[config.mk]
export PLATFORM = sky130hd
export DESIGN_NAME = irq_latch
export DESIGN_NICKNAME = d
export VERILOG_FILES = /design/src/rtl/irq_latch_pkg.sv /design/src/rtl/irq_edge.sv /design/src/rtl/irq_latch.sv
export SDC_FILE = /design/constraint.sdc
export NUM_CORES = 1
export LEC_CHECK = 0
export CAP_MARGIN = 0
export CORE_MARGIN = 4
export CORE_UTILIZATION = 49
export CTS_BUF_LIST = sky130_fd_sc_hd__clkbuf_4
export DETAILED_ROUTE_END_ITERATION = 6
export PLACE_DENSITY_LB_ADDON = 0.05
export SLEW_MARGIN = 20
export SYNTH_ARGS = -nofsm -noshare
export SYNTH_HDL_FRONTEND = slang
export SYNTH_SLANG_ARGS = --single-unit
export TNS_END_PERCENT = 50
[constraint.sdc]
create_clock -name clk -period 1.05 [get_ports clk]
set_input_delay 0.21 -clock clk [delete_from_list [all_inputs] [get_ports clk]]
set_output_delay 0.21 -clock clk [all_outputs]
set_load 0.05 [all_outputs]
[src/rtl/irq_latch_pkg.sv]
// Shared definitions for the interrupt latch: snapshot FSM encoding and default line count.
// No logic; width and state constants only.
// No flow control of its own.
package irq_latch_pkg;

    localparam int IRQ_N_DEFAULT = 6;

    typedef enum logic {
        IDLE = 1'b0,
        HOLD = 1'b1
    } state_t;

endpackage

[src/rtl/irq_edge.sv]
// Rising-edge detector on level request lines.
// Combinational rise output; history register updates every cycle.
// No backpressure; a rise is reported in the cycle it is seen.
module irq_edge
    import irq_latch_pkg::*;
#(
    parameter int N = IRQ_N_DEFAULT
) (
    input  logic         clk,
    input  logic         rst_n,
    input  logic [N-1:0] irq_in,
    output logic [N-1:0] rise
);

    logic [N-1:0] irq_prev;

    // Reset to all ones so lines already high at reset release look like old news.
    always_ff @(posedge clk or negedge rst_n) begin
        if (!rst_n) begin
            irq_prev <= '1;
        end else begin
            irq_prev <= irq_in;
        end
    end

    assign rise = irq_in & ~irq_prev;

endmodule

[src/rtl/irq_latch.sv]
// Latches request edges into pending bits and presents masked snapshots to the priority encoder.
// Rise -> pend_o after 1 clock, -> req_o/vec_o after 2 clocks.
// vec_o holds until ack; new edges keep accumulating in pending meanwhile.
module irq_latch
    import irq_latch_pkg::*;
#(
    parameter int N = IRQ_N_DEFAULT
) (
    input  logic         clk,
    input  logic         rst_n,
    input  logic [N-1:0] irq_in,
    input  logic         mask_we,
    input  logic [N-1:0] mask_din,
    input  logic         ack,
    input  logic         clr_lost,
    output logic [N-1:0] vec_o,
    output logic         req_o,
    output logic [N-1:0] pend_o,
    output logic [N-1:0] lost_o
);

    state_t       state_q, state_d;
    logic [N-1:0] pend_q, pend_d;
    logic [N-1:0] held_q, held_d;
    logic [N-1:0] mask_q;
    logic [N-1:0] lost_q, lost_d;
    logic         req_q, req_d;
    logic [N-1:0] rise;
    logic [N-1:0] clr_vec;
    logic [N-1:0] lost_set;
    logic [N-1:0] avail;

    irq_edge #(.N(N)) u_edge (
        .clk    (clk),
        .rst_n  (rst_n),
        .irq_in (irq_in),
        .rise   (rise)
    );

    assign avail = pend_q & ~mask_q;

    always_comb begin
        state_d = state_q;
        pend_d  = pend_q | rise;
        held_d  = held_q;
        req_d   = req_q;
        clr_vec = '0;
        case (state_q)
            IDLE: begin
                if (|avail) begin
                    held_d  = avail;
                    req_d   = 1'b1;
                    state_d = HOLD;
                end
            end
            HOLD: begin
                if (ack) begin
                    clr_vec = held_q;
                    pend_d  = (pend_q & ~held_q) | rise;
                    held_d  = '0;
                    req_d   = 1'b0;
                    state_d = IDLE;
                end
            end
            default: state_d = IDLE;
        endcase
        // A rise on a bit being consumed this cycle re-arms it instead of counting as lost.
        lost_set = rise & pend_q & ~clr_vec;
        lost_d   = (clr_lost ? '0 : lost_q) | lost_set;
    end

    always_ff @(posedge clk or negedge rst_n) begin
        if (!rst_n) begin
            state_q <= IDLE;
            pend_q  <= '0;
            held_q  <= '0;
            mask_q  <= '0;
            lost_q  <= '0;
            req_q   <= 1'b0;
        end else begin
            state_q <= state_d;
            pend_q  <= pend_d;
            held_q  <= held_d;
            lost_q  <= lost_d;
            req_q   <= req_d;
            if (mask_we) begin
                mask_q <= mask_din;
            end
        end
    end

    assign vec_o  = held_q;
    assign req_o  = req_q;
    assign pend_o = pend_q;
    assign lost_o = lost_q;

endmodule

==> Word level (Yosys, flattened, before mapping) <==
Index checks and enable logic that the tools add are counted.
{ "classes": {"n_div": 0, "add_sub_neg": 0, "shift": 0, "mul": 0, "n_bitwise": 13, "n_eq_ne": 2, "n_reduce_logical": 2, "mux": 14, "magnitude_cmp": 0} }
{ "op_table": {"columns": ["op", "n"], "rows": [
  ["$mux W6", 7],
  ["$and A6 B6 Y6", 5],
  ["$not A6 Y6", 4],
  ["$or A6 B6 Y6", 3],
  ["$pmux W6 S2", 1],
  ["$reduce_or A6 Y1", 1],
  ["$mux W1", 4],
  ["$ne A2 B2 Y1 const B", 2],
  ["$pmux W1 S2", 2],
  ["$reduce_and A2 Y1", 1],
  ["$not A1 Y1", 1]
]} }
{ "word_totals": {"word_cells": 38, "latchBits": 0, "memories": 0, "output_inout_bits": 19, "romBits": 0, "ramBits": 0, "inputBits": 17, "ff_bits": 32} }

==> Longest topological paths before layout <==
{ "depth": {"ltp_word": 5, "depth_mapped": 5, "mapped_depth_nobuf": 3} }

==> Hierarchy <==
A second synthesis with hierarchy kept.
{ "unflattened": {"cells_unflattened": 111, "area_unflattened_um2": 1437.6} }
{ "by_module_without_submodules": {"columns": ["module", "seq_area_each_um2", "area_each_um2", "cells_per_inst", "n_inst"], "rows": [
  ["irq_latch", 650.6, 1197.4, 99, 1],
  ["irq_edge", 157.7, 240.2, 12, 1]
]} }

==> Worst setup path after synthesis <==
Ideal clock, no wire load.
{ "synth_path": {"kind": "register to register", "start": "reg pend_q[1], in the netlist pend_o[1]", "end": "reg state_q", "arrival_time_ns": 1.093, "setup_time_ns": 0.118, "synth_period_minus_slack_ns": 1.211, "stages_incl_launch_ff": 4, "n_path_buf": 0, "setup_slack_ns": -0.161, "required_ns": 0.932, "path_cell_list": "dfrtp_1 -> nand2b_2 -> nand4b_4 -> o2bb2a_4"} }
{ "synth_via": {"elab_chain_cells": 4} }
{ "synth_lines": {"columns": ["element", "line", "rtl"], "rows": [
  ["start: declaration", "irq_latch.sv:23", "logic [N-1:0] pend_q, pend_d;"],
  ["start signal: assignment", "irq_latch.sv:82", "pend_q <= pend_d;"],
  ["$and A6 B6 Y6", "irq_latch.sv:40", "assign avail = pend_q & ~mask_q;"],
  ["$reduce_or A6 Y1", "irq_latch.sv:50", "if (|avail) begin"],
  ["$mux W1", "irq_latch.sv:50", null],
  ["$pmux W1 S2", "irq_latch.sv:48", "case (state_q)"],
  ["named net state_d", "irq_latch.sv:22", "state_t state_q, state_d;"],
  ["end signal: assignment", "irq_latch.sv:81", "state_q <= state_d;"],
  ["end: declaration", "irq_latch.sv:22", null]
]} }
The timed path passes the listed nets, and every way through them passes these cells.
A chain may end at the register's enable or synchronous reset.

==> Worst setup path after layout <==
{ "layout_path": {"start": "reg pend_q[3], in the netlist pend_o[3]", "end": "out pend_o[3]"} }
{ "layout_rtl": {"columns": ["element", "line", "rtl"], "rows": [
  ["end: declaration", "irq_latch.sv:18", "output logic [N-1:0] pend_o,"]
]} }
No word-level cell between the ends.

==> key figures <==
Run status
  • Outcome: finished with violations
  • Failing checks: setup timing

Route
  • Vias per std cell: 5.705
  • Drt initial violations: 53
  • Per-cell routed wire length: 18.19 µm
  • Post-DRT Antenna Nets: 0
  • Drt drc: 0
  • Vias post-DR: 1141
  • Total routed wirelength: between 3 and 4 mm
  • DR pass1 iterations: 4

Synthesis
  • Net Count, Synth: 127
  • Count leader, synth: dfrtp_1
  • Largest cells by area after synthesis: dfrtp_1 (47%), dfstp_2 (12%), mux2_2 (4.9%)
  • Syn_area_per_cell: 12.46 µm²
  • #FFs+latches synth: 32
  • Seq/Total Area, Yosys: 59.00%
  • Synth cell count leaders: dfrtp_1 (26), nand2_1 (14), inv_1 (8), nand2b_1 (8)
  • Synth cell types: 20
  • Yosys warns: 0
  • Post-Syn Area: 1370 µm²
  • Top cell type's share of synthesized area: a little under half
  • Leading area contributor after synthesis: dfrtp_1
  • Commonest register cell after synthesis: dfrtp_1
  • Synthesized netlist cell count: 110
  • Post-synth EDFFs: 0
  • Async set-or-reset flop fraction in the synthesized netlist: 100.0%

Floorplan
  • Die Ht: 60.88 µm
  • Num rows: 18
  • Initial Util: 53.36%
  • Core ar.: ~2600 µm²
  • Die X: 60.88 µm
  • Number of I/O pins: 36
  • Die Area: between 3000 and 4000 µm²

STA
  • Worst-Margin Slew: roughly 260 ps
  • Final Hold Fails: 0
  • Fin. max-slew vios: 0
  • Worst Skew: 12.57 ps
  • WHS: 225.9 ps
  • Final Setup Violations: 26
  • Max_slew headroom: 82.59%
  • Post-layout min period: 1228 ps
  • FMAX: 0.8145 GHz
  • RSZ-0062 raised after global routing: true
  • Final setup margin: -177.8 ps
  • Final period util: 116.9%

Power
  • Sequential share of power: 38.5%
  • Leakage power: 1.006 nW
  • Comb power frac: 44.0%
  • Sw Share: 36.29%
  • Overall power: 0.004146 W
  • Power Density: 1838 nW/µm²
  • Switching Power: 0.001505 W
  • Worst vdd ir: 1.647 mV
  • Clk pwr share: between 10% and 20%
  • Cell-internal power: 0.002642 W

CTS
  • Clk sinks: 32
  • CTS max path bufs: 2
  • Clock slew at reported path FFs: 100 ps
  • TritonCTS clock tree: yes
  • Worst-skew pair later-pin latency: 340 ps
  • Root buf cell: clkbuf_4
  • TritonCTS Buffers: 5
  • Htree depth: 2

GRT
  • Maximum number of pins on one net before global-route repair: 33
  • Vias in the first global route: 1245
  • Antenna violations before repair: 0
  • Remaining Overflow, GRT: 0
  • First-pass GRT wire length: 5.506 mm
  • GRT Total Usage: 21.17%

Setup path
  • Cell Chain, Critical Path: buf_6 -> buf_12
  • Critical path capture point type: output pin
  • Reg2reg path depth: 4
  • Worst R2R Start: pend_o[5]
  • Slowest stage delay, CP: 420 ps
  • Worst Setup Path Type: flop to output pin
  • Worst EP required: 840 ps
  • CP max stage cell: dfrtp_2
  • R2R Path End: state_q
  • Reg-to-reg slack, setup: -160 ps
  • Setup crit start kind: flop
  • Critical Path AT: 1020 ps
  • Worst-path fanout max: 2

Place
  • Count of buffers from port buffering: 35
  • HPWL after DPL: 2.186 mm
  • Gpl congestion: 0.8280
  • Place WS: -297.6 ps

Flow run
  • Max_cap viols: 0

Final layout
  • Final net count: 186
  • Ant diodes: 0
  • Layout cells sized above 1: 50.59%
  • Post-layout util: between 80 and 90%
  • Fillers: between 100 and 150
  • P&R area growth vs syn: 64.66%

Hold path
  • Worst min path class: input port to asynchronous set/reset pin
[how the worst max path moves through the flow]
stage	start	to	slack, ps	cells after the start
after CTS	pend_o[3]	pend_o[3]	-180	2
after global placement	mask_we	mask_q[5]	-260	2
after detailed placement	ack	vec_o[4]	-300	5
after floorplan	pend_o[0]	state_q	-30	3
after global routing	pend_o[3]	pend_o[3]	-230	2
final	pend_o[3]	pend_o[3]	-180	2
[cells by family (layout without fill, tap and decap cells)]
| logic type | after synthesis | after routing | synth area share (%) |
|---|---|---|---|
| AOI/OAI and AO/OA | 20 | 20 | 11.60 |
| buffers and inverters | 12 | 72 | 4.566 |
| DFF | 32 | 32 | 59.00 |
| muxes | 6 | 6 | 4.931 |
| and+or+nand+nor | 40 | 40 | 19.91 |
[power groups by stage]
stage               clock, W  combinational, W  sequential [W]
finish              0.000726           0.00182         0.00160
global route        0.000796           0.00191         0.00162
CTS                 0.000743           0.00172         0.00159
detailed placement         0           0.00154         0.00163
global placement           0           0.00151         0.00163
floorplan                  0          0.000392         0.00198
[worst max-delay path, delay by kind of cell, from the launching register on]
kind / cells / cell delay (ps)
buffers and inverters: 2 / 260
flip-flops: 1 / 420
[flip-flops by register name (all words and copies together), names as in the netlist]
register / flops
lost_o: 6
mask_q: 6
pend_o: 6
u_edge.irq_prev: 6
vec_o: 6
req_o: 1
state_q: 1
[stage by stage]
| stage | setup TNS, ps | instances | area, µm² |
|---|---|---|---|
| after floorplan | -32.10 | 110 | 1393 |
| after global placement | -4924 | 180 | 2018 |
| after detailed placement | -5445 | 180 | 2018 |
| after CTS | -2382 | 198 | 2188 |
| after global routing | -3655 | 200 | 2256 |
| final | -2705 | 200 | 2256 |
[routing by layer]
layer | share of wire, % | global-route usage [%]
met2 | 51 | 35.11
met5 | 0 | 0
met3 | 7.1 | 6.596
met4 | 3.5 | 13.31
met1 | 38 | 23.54
[what timing repair did]
item	in CTS	in global routing
hold buffers	0	0
setup endpoints to repair	29	31
setup buffers	10	2
gates resized for setup	9	10
pin swaps	0	1
[placed cells by master, fill, tap and decap left out, drive strengths merged]
| cell type | count |
|---|---|
| clkbuf | 7 |
| a2bb2oi | 7 |
| nand4b | 3 |
| dfrtp | 26 |
| buf | 40 |
| nand2 | 14 |
| nor2b | 1 |
| o2bb2a | 1 |
| dfstp | 6 |
| o22ai | 6 |
| clkinv | 1 |
| mux2 | 6 |
| nand2b | 14 |
| nand3 | 8 |
| clkdlybuf4s50 | 16 |
| o21ai | 2 |
| o31ai | 4 |
| inv | 8 |
[layout make-up]
| cell class | count | area [µm²] | area share (%) |
|---|---|---|---|
| sequential | 32 | 819.5 | 36.33 |
| timing repair buffer | 56 | 734.5 | 32.56 |
| clock buffer | 7 | 52.55 | 2.329 |
| multi-input combinational | 66 | 578.1 | 25.62 |
| tap | 30 | 37.54 | 1.664 |
| inverter | 8 | 30.03 | 1.331 |
| clock inverter | 1 | 3.754 | 0.1664 |
No activity file was read; power rests on OpenSTA's default activity.
